<file path="src/rtl/i2c_pkg.sv">
// Shared types and constants for the I2C master sequencer and its SCL phase generator.
package i2c_pkg;

   typedef enum logic [3:0] {
      StIdle,
      StStart,
      StWrAddr,
      StAddrAck,
      StWrData,
      StDataAck,
      StRdData,
      StMstAck,
      StStop,
      StRepStart
   } state_e;

   localparam int unsigned PrescalerMinDefault = 2;
   // Phase counter is one bit wider than the 8-bit prescaler so 2P-1 always fits.
   localparam int unsigned CntW = 9;
   localparam logic AckBit  = 1'b0;
   localparam logic NackBit = 1'b1;

endpackage

</file>
<file path="src/rtl/i2c_scl_gen.sv">
// SCL phase counter: counts 0..2P-1 per bit period, holds at 0 while frozen or idle.
module i2c_scl_gen
   import i2c_pkg::*;
(
   input  logic            i2c_core_clock_i,
   input  logic            reset_bit_i,
   input  logic            run,
   input  logic            freeze,
   input  logic [7:0]      half,
   output logic [CntW-1:0] count,
   output logic            scl_high,
   output logic            bit_end
);

   logic [CntW-1:0] count_q, count_d, last;

   assign last = {half, 1'b0} - CntW'(1);

   always_comb begin
      count_d = count_q;
      if (!run) begin
         count_d = '0;
      end else if (freeze) begin
         count_d = count_q;
      end else if (count_q == last) begin
         count_d = '0;
      end else begin
         count_d = count_q + CntW'(1);
      end
   end

   always_ff @(posedge i2c_core_clock_i or negedge reset_bit_i) begin
      if (!reset_bit_i) begin
         count_q <= '0;
      end else begin
         count_q <= count_d;
      end
   end

   assign count    = count_q;
   assign bit_end  = (count_q == last);
   assign scl_high = (count_q >= {1'b0, half});

endmodule

</file>
<file path="src/rtl/i2c_master_seq_ctrl.sv">
// Master-side I2C sequencer: turns a host command into phase strobes, bit/byte tracking,
// ACK/NACK handling, repeated start and write-data clock stretching.
module i2c_master_seq_ctrl
   import i2c_pkg::*;
#(
   parameter int unsigned PRESCALER_MIN = PrescalerMinDefault,
   parameter int unsigned BYTE_CNT_W    = 8
) (
   input  logic                  i2c_core_clock_i,
   input  logic                  reset_bit_i,
   input  logic                  enable_i,
   input  logic                  start_i,
   input  logic [7:0]            addr_rw_i,
   input  logic [BYTE_CNT_W-1:0] num_bytes_i,
   input  logic                  rep_start_i,
   input  logic [7:0]            prescaler_i,
   input  logic                  tx_valid_i,
   input  logic                  sda_i,
   output logic                  start_cnt_o,
   output logic                  write_addr_cnt_o,
   output logic                  write_data_cnt_o,
   output logic                  read_data_cnt_o,
   output logic                  write_ack_cnt_o,
   output logic                  read_ack_cnt_o,
   output logic                  stop_cnt_o,
   output logic                  repeat_start_cnt_o,
   output logic [7:0]            counter_detect_edge_o,
   output logic                  scl_o,
   output logic                  ack_bit_o,
   output logic                  tx_req_o,
   output logic                  rx_valid_o,
   output logic                  busy_o,
   output logic                  done_o,
   output logic                  nack_o
);

   state_e                state_q, state_d;
   logic [2:0]            bit_cnt_q, bit_cnt_d;
   logic [BYTE_CNT_W-1:0] byte_cnt_q, byte_cnt_d, num_q, num_d, byte_dec;
   logic [7:0]            presc_q, presc_d, presc_in;
   logic                  rw_q, rw_d, nack_q, nack_d, done_q, done_d;
   logic                  busy, freeze, bit_end, scl_high, byte_state, last_byte, last_bit;
   logic [CntW-1:0]       count;

   // Only the rw bit steers sequencing; the address itself is shifted by the datapath.
   logic unused_addr;
   assign unused_addr = ^addr_rw_i[7:1];

   assign busy       = (state_q != StIdle);
   assign byte_state = (state_q == StWrAddr) || (state_q == StWrData) || (state_q == StRdData);
   assign last_bit   = bit_end && (bit_cnt_q == 3'd0);
   assign last_byte  = (byte_cnt_q <= BYTE_CNT_W'(1));
   assign byte_dec   = (byte_cnt_q == '0) ? '0 : byte_cnt_q - BYTE_CNT_W'(1);
   assign presc_in   = (prescaler_i < 8'(PRESCALER_MIN)) ? 8'(PRESCALER_MIN) : prescaler_i;
   // Stretch SCL low before the first bit of a write byte until the datapath has data.
   assign freeze     = (state_q == StWrData) && (bit_cnt_q == 3'd7) && (count == '0) &&
                       !tx_valid_i;

   i2c_scl_gen u_scl_gen (
      .i2c_core_clock_i (i2c_core_clock_i),
      .reset_bit_i      (reset_bit_i),
      .run              (busy),
      .freeze           (freeze),
      .half             (presc_q),
      .count            (count),
      .scl_high         (scl_high),
      .bit_end          (bit_end)
   );

   always_comb begin
      state_d    = state_q;
      bit_cnt_d  = bit_cnt_q;
      byte_cnt_d = byte_cnt_q;
      num_d      = num_q;
      rw_d       = rw_q;
      presc_d    = presc_q;
      nack_d     = nack_q;
      done_d     = 1'b0;

      if (bit_end) begin
         bit_cnt_d = byte_state ? bit_cnt_q - 3'd1 : 3'd7;
      end

      unique case (state_q)
         StIdle: begin
            if (start_i && enable_i) begin
               state_d    = StStart;
               rw_d       = addr_rw_i[0];
               num_d      = num_bytes_i;
               byte_cnt_d = num_bytes_i;
               presc_d    = presc_in;
               nack_d     = 1'b0;
            end
         end
         StStart: if (bit_end) state_d = StWrAddr;
         StWrAddr: if (last_bit) state_d = StAddrAck;
         StAddrAck: begin
            if (bit_end) begin
               if (sda_i == NackBit) begin
                  state_d = StStop;
                  nack_d  = 1'b1;
               end else if (byte_cnt_q == '0) begin
                  state_d = StStop;
               end else begin
                  state_d = rw_q ? StRdData : StWrData;
               end
            end
         end
         StWrData: if (last_bit) state_d = StDataAck;
         StDataAck: begin
            if (bit_end) begin
               byte_cnt_d = byte_dec;
               if (sda_i == NackBit) begin
                  state_d = StStop;
                  nack_d  = 1'b1;
               end else if (!last_byte) begin
                  state_d = StWrData;
               end else begin
                  state_d = rep_start_i ? StRepStart : StStop;
               end
            end
         end
         StRdData: if (last_bit) state_d = StMstAck;
         StMstAck: begin
            if (bit_end) begin
               byte_cnt_d = byte_dec;
               if (!last_byte) begin
                  state_d = StRdData;
               end else begin
                  state_d = rep_start_i ? StRepStart : StStop;
               end
            end
         end
         StStop: begin
            if (bit_end) begin
               state_d = StIdle;
               done_d  = 1'b1;
            end
         end
         StRepStart: begin
            if (start_i) begin
               rw_d   = addr_rw_i[0];
               num_d  = num_bytes_i;
               nack_d = 1'b0;
            end
            if (bit_end) begin
               state_d    = StStart;
               byte_cnt_d = num_d;
            end
         end
         default: state_d = StIdle;
      endcase
   end

   always_ff @(posedge i2c_core_clock_i or negedge reset_bit_i) begin
      if (!reset_bit_i) begin
         state_q    <= StIdle;
         bit_cnt_q  <= 3'd7;
         byte_cnt_q <= '0;
         num_q      <= '0;
         rw_q       <= 1'b0;
         presc_q    <= 8'(PRESCALER_MIN);
         nack_q     <= 1'b0;
         done_q     <= 1'b0;
      end else begin
         state_q    <= state_d;
         bit_cnt_q  <= bit_cnt_d;
         byte_cnt_q <= byte_cnt_d;
         num_q      <= num_d;
         rw_q       <= rw_d;
         presc_q    <= presc_d;
         nack_q     <= nack_d;
         done_q     <= done_d;
      end
   end

   assign start_cnt_o           = (state_q == StStart);
   assign write_addr_cnt_o      = (state_q == StWrAddr);
   assign write_data_cnt_o      = (state_q == StWrData);
   assign read_data_cnt_o       = (state_q == StRdData);
   assign write_ack_cnt_o       = (state_q == StMstAck);
   assign read_ack_cnt_o        = (state_q == StAddrAck) || (state_q == StDataAck);
   assign stop_cnt_o            = (state_q == StStop);
   assign repeat_start_cnt_o    = (state_q == StRepStart);
   assign counter_detect_edge_o = count[7:0];
   assign scl_o                 = ((state_q == StIdle) || (state_q == StStart)) ? 1'b1 : scl_high;
   assign ack_bit_o             = ((state_q == StMstAck) && last_byte) ? NackBit : AckBit;
   assign tx_req_o              = (state_q == StDataAck) && bit_end;
   assign rx_valid_o            = (state_q == StRdData) && last_bit;
   assign busy_o                = busy;
   assign done_o                = done_q;
   assign nack_o                = nack_q;

endmodule

</file>
<file path="config.mk">
export PLATFORM = sky130hd
export DESIGN_NAME = i2c_master_seq_ctrl
export DESIGN_NICKNAME = d
export VERILOG_FILES = /design/src/rtl/i2c_pkg.sv /design/src/rtl/i2c_scl_gen.sv /design/src/rtl/i2c_master_seq_ctrl.sv
export SDC_FILE = /design/constraint.sdc
export NUM_CORES = 1
export LEC_CHECK = 0
export CORE_UTILIZATION = 25
export CTS_CLUSTER_SIZE = 12
export DETAILED_ROUTE_END_ITERATION = 6
export PLACE_DENSITY_LB_ADDON = 0.08
export SETUP_SLACK_MARGIN = 0.02
export SYNTH_ARGS = -nofsm -noshare
export SYNTH_HDL_FRONTEND = slang
export SYNTH_HIERARCHICAL = 1
export SYNTH_SLANG_ARGS = --single-unit
</file>
<file path="constraint.sdc">
create_clock -name i2c_core_clock_i -period 2.7 [get_ports i2c_core_clock_i]
set_input_delay 0.27 -clock i2c_core_clock_i [delete_from_list [all_inputs] [get_ports i2c_core_clock_i]]
set_output_delay 0.27 -clock i2c_core_clock_i [all_outputs]
set_load 0.05 [all_outputs]
</file>
Word-level counts from Yosys, hierarchy flattened:

Index checks and enable logic that the tools add are counted.
Widths: inputs -> output; s select.

* $add $sub $neg: 4
* multiplexer cells: 42
* $lt $le $gt $ge: 3
* reductions and logical operators: 29
* equal/unequal tests: 26

Operator list (number)
* $mux 4: 15
* $mux 8: 6
* $pmux 4 s10: 1
* $mux 9: 3
* $pmux 8 s3: 1
* $ne 2x1->1 const B: 10
* $eq 4x3->1 const B: 4
* $pmux 8 s2: 1
* $mux 1: 11
* $ne 2x2->1 const B: 5
* $reduce_and 10->1: 1
* $add 9x1->9 const B: 1
* $eq 9x9->1: 1
* $ge 9x8->1: 1
* $logic_not 9->1: 1
* $sub 9x1->9 const B: 1
* $eq 4x2->1 const B: 2
* $eq 4x4->1 const B: 2
* $le 8x1->1 const B: 1
* $logic_and 1x1->1: 8
* $logic_not 8->1: 1
* $lt 8x2->1 const B: 1
* $sub 8x1->8 const B: 1
* $reduce_bool 3->1: 2
* 18 further kinds: 23

* logic and storage cells: 113
* bits of input ports: 31
* register bits after elaboration: 43
* output and inout bits: 23

Depth between registers and ports, before layout:

* word-level depth: 6
* depth in mapped cells: 11
* mapped depth without buffers: 10

Hierarchy:

Netlist, hierarchy kept.

Modules (own cells, without submodules)
* i2c_master_seq_ctrl: area an instance 2039.5 um2, instances 1, cells each 226
* i2c_scl_gen: area an instance 989.7 um2, instances 1, cells each 112

Worst setup path after synthesis:

No wires, ideal clock.

* kind: register to output
* from: reg u_scl_gen.count_q[6] (netlist: u_scl_gen/count[6])
* to: out rx_valid_o
* data arrival time: 3946 ps
* required time: 2430 ps
* buffers on the path: 2
* stages on the path, launching flop included: 9
* setup slack: -1516 ps
* path through: dfrtp_1 > clkbuf_2 > or3b_2 > nor4_4 > a211oi_2 > a211oi_4 > clkbuf_1 > inv_1 > nor4_1

* word-level cells in the longest chain between the ends: 3

Ends and longest elaborated chain
* start: declaration: line i2c_scl_gen.sv:15 `logic [CntW-1:0] count_q, count_d, last;`
* start signal: assignment: line i2c_scl_gen.sv:36 `count_q <= count_d;`
* $eq 9x9->1: line i2c_scl_gen.sv:41 `assign bit_end = (count_q == last);`
* named net bit_end: line i2c_master_seq_ctrl.sv:42 `logic busy, freeze, bit_end, scl_high, byte_state, last_byte, last_bit;`
* $logic_and 1x1->1: line i2c_master_seq_ctrl.sv:51 `assign last_bit = bit_end && (bit_cnt_q == 3'd0);`
* $logic_and 1x1->1: line i2c_master_seq_ctrl.sv:189 `assign rx_valid_o = (state_q == StRdData) && last_bit;`
* end: declaration: line i2c_master_seq_ctrl.sv:31 `output logic rx_valid_o,`

The timed path passes the listed nets, and every way through them passes these cells.

Worst setup path after layout:

* from: reg presc_q[2]
* to: out rx_valid_o

* word-level cells in the longest chain between the ends: 4

Ends and longest elaborated chain
* start: declaration: line i2c_master_seq_ctrl.sv:40 `logic [7:0] presc_q, presc_d, presc_in;`
* start signal: assignment: line i2c_master_seq_ctrl.sv:162 `presc_q <= 8'(PRESCALER_MIN);`
* start signal: assignment: line i2c_master_seq_ctrl.sv:171 `presc_q <= presc_d;`
* $sub 9x1->9: line i2c_scl_gen.sv:17 `assign last = {half, 1'b0} - CntW'(1);`
* $eq 9x9->1: line i2c_scl_gen.sv:41
* named net bit_end: line i2c_master_seq_ctrl.sv:42
* $logic_and 1x1->1: line i2c_master_seq_ctrl.sv:51
* $logic_and 1x1->1: line i2c_master_seq_ctrl.sv:189

The timed path passes the listed nets, and every way through them passes these cells.

==> reports/results.tsv <==
metric	value	unit
status	complete, but fails checks	
failing checks	design-rule violations, negative setup slack	
Max-Cap Viols	0	
combinational share of power	56.1	%
WL met3	231	um
Ports	54	
Worst EP arrival	2.43	ns
Clock transition at path regs	0.06	ns
total wire length	8570	um
syn_area_per_cell	8.96	um2
CTS Sinks	43	
Net Sw Power	2.07	mW
power per cell area	1130	nW/um2
post-synthesis register bit count	43	
most frequent cells in the layout	38 x nand2_1, 37 x clkdlybuf4s50_1, 36 x dfrtp_1	
Initial Utilization	26.1	%
Synth Area in Adders	6.61	%
relative slew slack	44.8	%
top cells by area, synth	dfrtp_1 32%, ha_1 6.6%, nand2_1 4.8%	
detailed placement HPWL	6250	um
CTS tree	done	
crit path launch type	flip-flop	
RSZ-0062 raised after global routing	yes	
Via Count	2728	
Placeable Area	11600	um2
number of unique standard cell types used by synthesis	67	
n_diodes	0	
Layout area overhead	36.9	%
Hold Vio Cnt, Final	0	
Syn. warnings	6	
setup_tns	-0.00620	ns
Routed WL per cell	15.5	um
sequential area share after synthesis	35.7	%
Post-synth EDFFs	0	
sw frac	44.0	%
ys flop type	dfrtp_1	
Metal-1 WL	4220	um
Worst-Margin Slew	0.828	ns
Max Freq	370	MHz
register share of total power	26.7	%
Tcrit/Tclk final	100	%
cell count after synthesis	338	
final net count	457	
clock buffer count from CTS	5	
die height	112	um
post-synthesis compound-gate area fraction	20.3	%
die area	12600	um2
crit end category	output port	
Post-Place Setup Slack	0.0929	ns
Post-Synth Simple-Gate Area	25.4	%
Vias/cell	4.92	
Post-DRT Antenna Nets	0	
Final Worst Setup Slack	-0.00450	ns
fin. max-slew vios	0	
area share of the largest cell type after synthesis	32.2	%
post-synth top area cell	dfrtp_1	
Critical Path Fanout Max	3	
share of layout cells above drive strength 1	24.3	%
hold crit path type	input port to async pin	
peak supply drop	0.334	mV
Root Buffer	clkbuf_16	
grt total ovfl	0	
residual DRC count	2	
initial antenna violation count	0	
Pre-antenna DRT Iters	6	
post-synthesis xor/xnor area fraction	2.89	%
Worst Skew	0.00854	ns
final setup fails	2	
largest family of logic cells by synthesized area	simple AND/OR/NAND/NOR gates	
mux share of post-synthesis cell area	4.71	%
chip width	112	um
Hold Slack	0.0770	ns
Clk pwr share	17.2	%
CTS Buffer Depth	2	
IO buf count	46	
Placer Congestion	0.735	
gr usage total	14.5	%
min cycle time layout	2.70	ns
asr flop ratio synth	100	%
final non-filler cell total	554	
largest net degree at the start of global routing	33	
Pleak	1.74	nW
met2 wire len	4020	um
worst skew pair latency	0.29	ns
Mapped Area	3030	um2
first-pass GRT wire length	14400	um
Hold Buf Count CTS	0	
Req. time, crit path	2.43	ns
WS Path Type	flip-flop to output port	
vias in the first global route	2747	
CTS H-tree depth	2	
Internal	2.63	mW
commonest non-fill, non-tap cell in the layout	nand2_1	
1st-iter DRT viols	101	
Mapped Nets	385	
r2r setup slk	0.06	ns
Top Metal Used	met4	
row count	39	
placed insts	541	
## logic make-up after synthesis
group,after synthesis
and+or+nand+nor,145
AOI/OAI and AO/OA,81
DFF,43
buffers and inverters,30
adders and majority gates,16
muxes,13
xor gates and xnor gates,10
## cell usage after synthesis, types with 3 or more instances
| master | count |
|---|---|
| a211oi_1 | 3 |
| a211oi_2 | 3 |
| a21o_1 | 4 |
| a21oi_1 | 14 |
| a221oi_1 | 3 |
| a31oi_1 | 4 |
| and2_1 | 3 |
| and3_1 | 10 |
| buf_2 | 3 |
| clkbuf_1 | 7 |
| dfrtp_1 | 39 |
| dfstp_2 | 4 |
| ha_1 | 16 |
| inv_1 | 16 |
| mux2_2 | 10 |
| mux2i_1 | 3 |
| nand2_1 | 39 |
| nand2b_1 | 11 |
| nand3_1 | 6 |
| nor2_1 | 37 |
| nor2b_1 | 4 |
| nor3_1 | 8 |
| nor4_1 | 5 |
| o2111ai_1 | 5 |
| o21ai_0 | 13 |
| o21ai_1 | 6 |
| o22a_1 | 3 |
| xnor2_1 | 7 |
| xor2_1 | 3 |
## layout make-up
| class | instances | area [um2] |
|---|---|---|
| clock inverter | 2 | 60.1 |
| timing repair buffer | 79 | 723 |
| fill | 1249 | 7470 |
| multi-input combinational | 265 | 1910 |
| sequential | 43 | 1080 |
| inverter | 16 | 62.6 |
| tap | 143 | 179 |
| clock buffer | 6 | 129 |
## flip-flops by register name, indices dropped and copies added, names as in the netlist
signal           flops
u_scl_gen/count      9
byte_cnt_q           8
num_q                8
presc_q              8
state_q              4
bit_cnt_q            3
done_o               1
nack_o               1
rw_q                 1
## routing by layer
metal  track usage [%]  up-vias
li1                  -     1364
met1              19.6     1324
met2              23.9       35
met3              2.54        5
met4              4.00        0
met5                 0        -
## worst max-delay path: stages (launching register included)
cell      delay, ns
dfrtp_1        0.39
or4_4          0.59
nor2_4         0.14
nand4b_1       0.15
a211oi_4       0.31
buf_6          0.16
inv_4          0.03
nor4_4         0.19
buf_12         0.18
## per-stage QoR
stage / power (mW) / utilization [%] / area [um2]
3_5_place_dp: 3.77 / 33.2 / 3850
6_report: 4.70 / 35.7 / 4150
4_1_cts: 4.71 / 35.4 / 4110
5_1_grt: 5.08 / 35.7 / 4150
3_3_place_gp: 3.76 / 33.2 / 3850
2_1_floorplan: 3.02 / - / 3100
## path summary, 6_finish.rpt
| kind | startpoint | endpoint | depth (start not counted) |
|---|---|---|---|
| setup / recovery | presc_q[2] | rx_valid_o | 8 |
| hold / removal | reset_bit_i | u_scl_gen/count[1] | 1 |
| setup reg to reg | presc_q[2] | state_q[2] | 10 |
| hold reg to reg | num_q[2] | num_q[2] | 1 |
| max in group asynchronous | reset_bit_i | presc_q[1] | 2 |
| min in group i2c_core_clock_i | num_q[2] | num_q[2] | 1 |
## repair_timing
| action | in CTS | in global routing |
|---|---|---|
| pin swaps | 7 | 9 |
| setup buffers | 3 | 3 |
| endpoints found under the setup margin | 3 | 8 |
| gates resized for setup | 9 | 8 |
| gates cloned | 0 | 0 |
## power groups by stage
| stage | logic, mW | registers [mW] | clock network [mW] |
|---|---|---|---|
| floorplan | 1.61 | 1.41 | 0 |
| global placement | 2.50 | 1.26 | 0 |
| detailed placement | 2.51 | 1.26 | 0 |
| CTS | 2.63 | 1.26 | 0.824 |
| global route | 2.93 | 1.31 | 0.845 |
| finish | 2.64 | 1.26 | 0.807 |
No activity file was read; power rests on OpenSTA's default activity.
